--- src/rtl/regfile_ctrl_pkg.sv ---
// Shared constants and FSM state encoding for the register-file access controller.
package regfile_ctrl_pkg;

  localparam int RF_ADDR_W = 3;
  localparam int RF_DATA_W = 16;

  typedef enum logic [2:0] {
    IDLE,
    WR_ISSUE,
    RD_ISSUE,
    RD_CAPTURE,
    RD_HOLD
  } state_e;

endpackage

--- src/rtl/regfile_access_ctrl_arb.sv ---
// rr_arbiter2: two-requester round-robin arbiter (write vs read).
// The priority flop only toggles when both requesters collide.
module rr_arbiter2 #(
  parameter bit WR_FIRST_RESET = 1'b1
) (
  input  logic clock,
  input  logic reset_n,
  input  logic en_i,
  input  logic wr_req_i,
  input  logic rd_req_i,
  output logic wr_gnt_o,
  output logic rd_gnt_o
);

  logic wr_prio_q;
  logic wr_prio_d;

  always_comb begin
    wr_gnt_o  = en_i && wr_req_i && (!rd_req_i || wr_prio_q);
    rd_gnt_o  = en_i && rd_req_i && (!wr_req_i || !wr_prio_q);
    wr_prio_d = wr_prio_q;
    if (en_i && wr_req_i && rd_req_i) begin
      wr_prio_d = !wr_prio_q;
    end
  end

  always_ff @(posedge clock or negedge reset_n) begin
    if (!reset_n) begin
      wr_prio_q <= WR_FIRST_RESET;
    end else begin
      wr_prio_q <= wr_prio_d;
    end
  end

endmodule

--- src/rtl/regfile_access_ctrl.sv ---
// Sequences writeback and operand reads onto an 8x16 register file.
// Optional REGFILE_ACCESS_ZERO_R0_EN hardwires register 0 to zero.
module regfile_access_ctrl
  import regfile_ctrl_pkg::*;
#(
  parameter int ADDR_W         = RF_ADDR_W,
  parameter int DATA_W         = RF_DATA_W,
  parameter int WR_FIRST_RESET = 1
) (
  input  logic              clock,
  input  logic              reset_n,
  input  logic              rd_req_valid,
  output logic              rd_req_ready,
  input  logic [ADDR_W-1:0] rd_req_rs,
  input  logic [ADDR_W-1:0] rd_req_rt,
  output logic              rd_rsp_valid,
  input  logic              rd_rsp_ready,
  output logic [DATA_W-1:0] rd_rsp_rs_data,
  output logic [DATA_W-1:0] rd_rsp_rt_data,
  input  logic              wr_req_valid,
  output logic              wr_req_ready,
  input  logic [ADDR_W-1:0] wr_req_addr,
  input  logic [DATA_W-1:0] wr_req_data,
  output logic              rf_write,
  output logic [ADDR_W-1:0] rf_rs_addr,
  output logic [ADDR_W-1:0] rf_rt_addr,
  output logic [ADDR_W-1:0] rf_rd_addr,
  output logic [DATA_W-1:0] rf_data,
  input  logic [DATA_W-1:0] rf_rs_data,
  input  logic [DATA_W-1:0] rf_rt_data
);

  state_e            state_q;
  logic              active_q;
  logic              rf_write_q;
  logic [ADDR_W-1:0] rf_rs_addr_q;
  logic [ADDR_W-1:0] rf_rt_addr_q;
  logic [ADDR_W-1:0] rf_rd_addr_q;
  logic [DATA_W-1:0] rf_data_q;
  logic              rsp_valid_q;
  logic [DATA_W-1:0] rsp_rs_q;
  logic [DATA_W-1:0] rsp_rt_q;

  logic              arb_en;
  logic              wr_gnt;
  logic              rd_gnt;
  logic              wr_en;
  logic [DATA_W-1:0] rs_val;
  logic [DATA_W-1:0] rt_val;

  // Hold off grants for the first cycle out of reset so readies start low.
  assign arb_en = active_q && (state_q == IDLE);

  rr_arbiter2 #(
    .WR_FIRST_RESET (WR_FIRST_RESET != 0)
  ) u_arb (
    .clock    (clock),
    .reset_n  (reset_n),
    .en_i     (arb_en),
    .wr_req_i (wr_req_valid),
    .rd_req_i (rd_req_valid),
    .wr_gnt_o (wr_gnt),
    .rd_gnt_o (rd_gnt)
  );

`ifdef REGFILE_ACCESS_ZERO_R0_EN
  assign wr_en  = (wr_req_addr != '0);
  assign rs_val = (rf_rs_addr_q == '0) ? '0 : rf_rs_data;
  assign rt_val = (rf_rt_addr_q == '0) ? '0 : rf_rt_data;
`else
  assign wr_en  = 1'b1;
  assign rs_val = rf_rs_data;
  assign rt_val = rf_rt_data;
`endif

  always_ff @(posedge clock or negedge reset_n) begin
    if (!reset_n) begin
      state_q      <= IDLE;
      active_q     <= 1'b0;
      rf_write_q   <= 1'b0;
      rf_rs_addr_q <= '0;
      rf_rt_addr_q <= '0;
      rf_rd_addr_q <= '0;
      rf_data_q    <= '0;
      rsp_valid_q  <= 1'b0;
      rsp_rs_q     <= '0;
      rsp_rt_q     <= '0;
    end else begin
      active_q <= 1'b1;
      case (state_q)
        IDLE: begin
          unique case (1'b1)
            wr_gnt: begin
              rf_rd_addr_q <= wr_req_addr;
              rf_data_q    <= wr_req_data;
              rf_write_q   <= wr_en;
              state_q      <= WR_ISSUE;
            end
            rd_gnt: begin
              rf_rs_addr_q <= rd_req_rs;
              rf_rt_addr_q <= rd_req_rt;
              state_q      <= RD_ISSUE;
            end
            default: ;
          endcase
        end
        WR_ISSUE: begin
          rf_write_q <= 1'b0;
          state_q    <= IDLE;
        end
        RD_ISSUE: begin
          state_q <= RD_CAPTURE;
        end
        RD_CAPTURE: begin
          rsp_rs_q <= rs_val;
          rsp_rt_q <= rt_val;
          state_q  <= RD_HOLD;
        end
        RD_HOLD: begin
          if (!rsp_valid_q) begin
            rsp_valid_q <= 1'b1;
          end else if (rd_rsp_ready) begin
            rsp_valid_q <= 1'b0;
            state_q     <= IDLE;
          end
        end
        default: state_q <= IDLE;
      endcase
    end
  end

  assign wr_req_ready   = wr_gnt;
  assign rd_req_ready   = rd_gnt;
  assign rf_write       = rf_write_q;
  assign rf_rs_addr     = rf_rs_addr_q;
  assign rf_rt_addr     = rf_rt_addr_q;
  assign rf_rd_addr     = rf_rd_addr_q;
  assign rf_data        = rf_data_q;
  assign rd_rsp_valid   = rsp_valid_q;
  assign rd_rsp_rs_data = rsp_rs_q;
  assign rd_rsp_rt_data = rsp_rt_q;

endmodule

--- config.mk ---
export PLATFORM = sky130hd
export DESIGN_NAME = regfile_access_ctrl
export DESIGN_NICKNAME = d
export VERILOG_FILES = /design/src/rtl/regfile_ctrl_pkg.sv /design/src/rtl/regfile_access_ctrl_arb.sv /design/src/rtl/regfile_access_ctrl.sv
export SDC_FILE = /design/constraint.sdc
export NUM_CORES = 1
export LEC_CHECK = 0
export CAP_MARGIN = 10
export CORE_AREA = 10 10 107 109
export DETAILED_ROUTE_END_ITERATION = 8
export DIE_AREA = 0 0 117 119
export MAX_ROUTING_LAYER = met4
export SETUP_SLACK_MARGIN = 0.3
export SYNTH_ARGS = -nofsm -noshare
export SYNTH_HDL_FRONTEND = slang
export SYNTH_HIERARCHICAL = 1
export SYNTH_SLANG_ARGS = --single-unit
--- constraint.sdc ---
create_clock -name clock -period 2.6 [get_ports clock]
set_clock_uncertainty 0.05 [all_clocks]
set_input_delay 0.52 -clock clock [delete_from_list [all_inputs] [get_ports clock]]
set_output_delay 0.52 -clock clock [all_outputs]
set_load 0.02 [all_outputs]
After elaboration in Yosys (flattened, before gate mapping):

Index checks and enable logic that the tools add are counted.

* eq/ne operators: 8
* multiplexer cells: 8
* reductions and logical operators: 17

Operators by type and width (number)
* $pmux 3 s4: 1
* $eq 3x2->1 const B: 2
* $logic_and 1x1->1: 6
* $mux 3: 2
* $ne 2x2->1 const B: 3
* $pmux 3 s2: 1
* $reduce_and 2->1: 3
* $eq 3x1->1 const B: 1
* $eq 3x3->1 const B: 1
* $logic_not 1->1: 3
* $logic_not 3->1: 1
* $mux 1: 3
* $ne 3x3->1 const B: 1
* $reduce_and 3->1: 1
* $logic_or 1x1->1: 2
* $pmux 1 s2: 1
* $reduce_bool 2->1: 1

* register bits: 64
* bits of input ports: 62
* output and inout bits: 61
* word-level logic and storage cells: 44

Longest topological paths before layout:

* word-level depth: 6
* depth in mapped cells: 8
* depth with buffers taken out: 5

Cells and area by module:

The synthesis kept the hierarchy.

By module, submodules not included
* regfile_access_ctrl: instances 1, cells an instance 144, area each 2491.1 µm², sequential area each 1576.5 µm²
* rr_arbiter2: instances 1, cells an instance 8, area each 61.3 µm², sequential area each 26.3 µm²

Least setup slack after synthesis:

Ideal clock, no wire load.

* path type: reg-to-reg
* start: register state_q[0]
* end: register rf_data_q[0] (netlist: rf_data[0])
* library setup time: 0.125 ns
* arrival: 2.341 ns
* required time: 2.425 ns
* path slack: 0.084 ns
* cell stages (with the launch flop): 9
* path buffers: 3
* period minus slack after synthesis: 2.516 ns
* cell sequence: dfrtp_1 -> buf_6 -> nor4b_1 -> nand2_1 -> a21oi_1 -> nor4b_4 -> buf_6 -> buf_12 -> mux2_4

* word-level cells in the longest chain between the ends: 5

RTL lines
* start, declared: line regfile_access_ctrl.sv:33 `state_e state_q;`
* start signal, assigned: line regfile_access_ctrl.sv:78 `state_q <= IDLE;`
* start signal, assigned: line regfile_access_ctrl.sv:97 `state_q <= WR_ISSUE;`
* start signal, assigned: line regfile_access_ctrl.sv:102 `state_q <= RD_ISSUE;`
* $logic_not 3->1: line regfile_access_ctrl.sv:52 `assign arb_en = active_q && (state_q == IDLE);`
* $logic_and 1x1->1: line regfile_access_ctrl.sv:52
* named net arb_en: line regfile_access_ctrl.sv:44 `logic arb_en;`
* $logic_and 1x1->1 (2 in series): line regfile_access_ctrl_arb.sv:19 `wr_gnt_o = en_i && wr_req_i && (!rd_req_i || wr_prio_q);`
* named net wr_req_ready: line regfile_access_ctrl.sv:21 `output logic wr_req_ready,`
* $reduce_and 2->1 (no source line)
* end signal, assigned: line regfile_access_ctrl.sv:95 `rf_data_q <= wr_req_data;`
* end, declared: line regfile_access_ctrl.sv:39 `logic [DATA_W-1:0] rf_data_q;`

The timed path passes the listed nets, and every way through them passes these cells.
A chain may end at the register's enable or synchronous reset.

Worst setup path in the final report:

* start: register state_q[2]
* end: register rf_data_q[4] (netlist: rf_data[4])

* word-level cells in the longest chain between the ends: 5

RTL lines (line)
* $logic_not 3->1: regfile_access_ctrl.sv:52
* $logic_and 1x1->1: regfile_access_ctrl.sv:52
* named net arb_en: regfile_access_ctrl.sv:44
* $logic_and 1x1->1 (2 in series): regfile_access_ctrl_arb.sv:19
* $reduce_and 2->1 (no source line)

The timed path passes the listed nets, and every way through them passes these cells.

==> impl_results.md <==
- Total core area: 9460 µm²
- Largest fanout on the critical path: 19
- Drt via density: 4.29
- Initial antenna violation count: 0
- FF-to-FF setup slack: 0.46 ns
- Critical Path End Type: register
- Worst-Skew Late Latency: 0.33 ns
- I/O pins: 123
- Reg2reg end: rf_data[4]
- Synthesis Warnings: 6
- Die width: 117 µm
- Peak VDD IR: 0.000369 V
- Final Instance Area: 4090 µm²
- DP Area: 3920 µm²
- RSZ-0062 raised after global routing: no
- Period utilization: 82.5%
- Status: finished clean
- MaxCap Viol Count: 0
- Final min period: 2.14 ns
- Non-filler cells, final: 403
- GP Congestion: 0.761
- # fillers: 910
- Tot GR Track Use: 9.73%
- Worst-path clk slew: 0.07 ns
- 1st-iter DRT viols: 51
- Synth unique cells: 23
- Hold Path Class: in -> async
- Die area: 13900 µm²
- Antenna-violating nets left: 0
- Endpoints failing setup: 0
- Setup TNS: 0 ns
- Mapped Nets: 214
- Clock tree sinks: 64
- Post-layout net count: 346
- Commonest cells after routing, fill and taps aside: clkdlybuf4s50_1 (119), dfrtp_1 (63), mux2_2 (48)
- Worst reg-to-reg path cell count: 7
- Port buffer count: 122
- Max-slew violation count: 0
- Avg WL per Cell: 16.4 µm
- Fmax: 0.466 GHz
- Pwr dens: 1230 nW/µm²
- First-pass GRT wire length: 10.2 mm
- Vias: 1727
- Number of buffers created by CTS: 9
- Largest net degree at the start of global routing: 37
- DRT Wirelength: 6.60 mm
- Hold Vio Cnt, Final: 0
- Die height: 119 µm
- Critical path launch point type: register
- Post-place setup slack: 0.0999 ns
- Synthesized area: 2550 µm²
- RR Startpoint: state_q[2]
- Area Overhead vs Synth: 60.2%
- Synth Area per Inst: 16.8 µm²
- CP required: 2.77 ns
- Critical path class: reg -> reg
- Worst EP arrival: 2.31 ns
- Sequential share of the synthesized area: 62.8%
- Register area: 1600 µm²
- 1st-pass router iterations: 4
- Final setup margin: 0.455 ns
- Commonest non-fill, non-tap cell in the layout: clkdlybuf4s50_1
- FP Rows: 36
- Initial Utilization: 27.0%
- Grt total ovfl: 0
- Share of cells above drive strength 1: 31.5%
- Slew @ Worst Pin: 0.688 ns
- Antenna cell count: 0
- Hold buffers post-CTS: 0
- H-Tree Depth: 3
- Clk buf depth: 2
- DRC Markers: 0
- DP Wirelength: 5.12 mm
- Root Driver: clkbuf_8
- FF+latch count, synth: 64
- Leak pwr: 1.72 nW
- TritonCTS clock tree: done
- Cell total after placement: 386
- Slew margin rel.: 54.1%
- Multi-input logic area: 888 µm²
- Vias in the first global route: 1899
- Cell count after synthesis: 152
-- cell families after synthesis --
family	share of synthesized area, %
multiplexers	27.1
AND/OR/NAND/NOR	4.61
flip-flops	62.8
AO/OA/AOI/OAI	1.76
other	0.147
buffers and inverters	3.28
XOR/XNOR	0.343
-- worst max path at each step --
stage,endpoint,cells past startpoint,startpoint,slack (ns)
floorplan,rf_data[0],8,state_q[0],0.37
global route,rf_rt_addr[2],6,state_q[2],0.34
CTS,rd_req_ready,4,state_q[0],0.33
detailed placement,wr_req_ready,4,wr_req_valid,0.1
finish,rf_data[4],7,state_q[2],0.46
global placement,wr_req_ready,4,wr_req_valid,0.12
-- Yosys cell counts --
cell type / number / area share (%)
buf_4: 1 / 0.29
nor4b_1: 1 / 0.34
conb_1: 1 / 0.15
nor2b_1: 1 / 0.25
nor3b_1: 2 / 0.59
o21a_1: 2 / 0.59
mux2_2: 48 / 21
xnor2_1: 1 / 0.34
buf_12: 1 / 0.78
nor2_1: 1 / 0.15
mux2_4: 10 / 5.9
dfrtp_1: 63 / 62
inv_1: 2 / 0.29
buf_2: 3 / 0.59
nand3_1: 1 / 0.20
o32a_1: 1 / 0.39
buf_6: 3 / 1.3
a21bo_2: 1 / 0.39
nor4b_4: 2 / 1.9
dfstp_2: 1 / 1.0
a21oi_1: 2 / 0.39
nand2_1: 3 / 0.44
nand3b_4: 1 / 0.78
-- metal layers --
layer / vias to the layer above / routed length, µm / global-route usage (%) / share of wire (%)
met4: 0 / 116 / 4.17 / 1.8
met5: - / 0 / - / 0
met3: 11 / 732 / 4.67 / 11
met2: 88 / 2820 / 13.7 / 43
met1: 834 / 2930 / 11.5 / 44
li1: 794 / - / - / -
-- through the flow --
stage / total power [mW] / utilization [%] / hold slack [ns]
final: 5.02 / 43.2 / 0.173
after global routing: 5.33 / 43.2 / 0.198
after CTS: 5.12 / 43.3 / 0.188
after detailed placement: 4.35 / 41.4 / 0.441
after global placement: 4.31 / 41.4 / 0.437
after floorplan: 3.10 / - / 0.174
-- power breakdown --
part	internal, mW	switching [mW]	leakage (nW)
clock	0.340	0.384	0.0858
sequential	1.50	0.252	0.759
combinational	1.41	1.14	0.874
total	3.24	1.77	1.72
-- sequential cells by signal, indices dropped and copies added (netlist names) --
register         cells
active_q             1
rd_rsp_rs_data      16
rd_rsp_rt_data      16
rd_rsp_valid         1
rf_data             16
rf_rd_addr           3
rf_rs_addr           3
rf_rt_addr           3
rf_write             1
state_q              3
u_arb/wr_prio_q      1
-- worst max-delay path: stages (launching register included) --
cell     delay, ns
dfrtp_1       0.42
nor4b_4       0.35
nand2_1       0.11
a21oi_2       0.15
buf_4         0.13
nor4b_4       0.24
buf_12        0.21
mux2_2        0.35
-- what timing repair did --
item                       4_1_cts  5_1_grt
gates resized for setup          5        3
hold endpoints to repair         0        0
setup buffers                    0        1
setup endpoints to repair        2        2
pin swaps                        0        1
-- area by class of cell --
class | instances | area share (%)
multi-input cells | 78 | 21.7
repair buffers | 129 | 31.4
inverters | 2 | 0.184
well taps | 114 | 3.49
clock inverters | 6 | 0.887
clock buffers | 10 | 3.12
flip-flops and latches | 64 | 39.2
(Power assumes the default switching activity.)
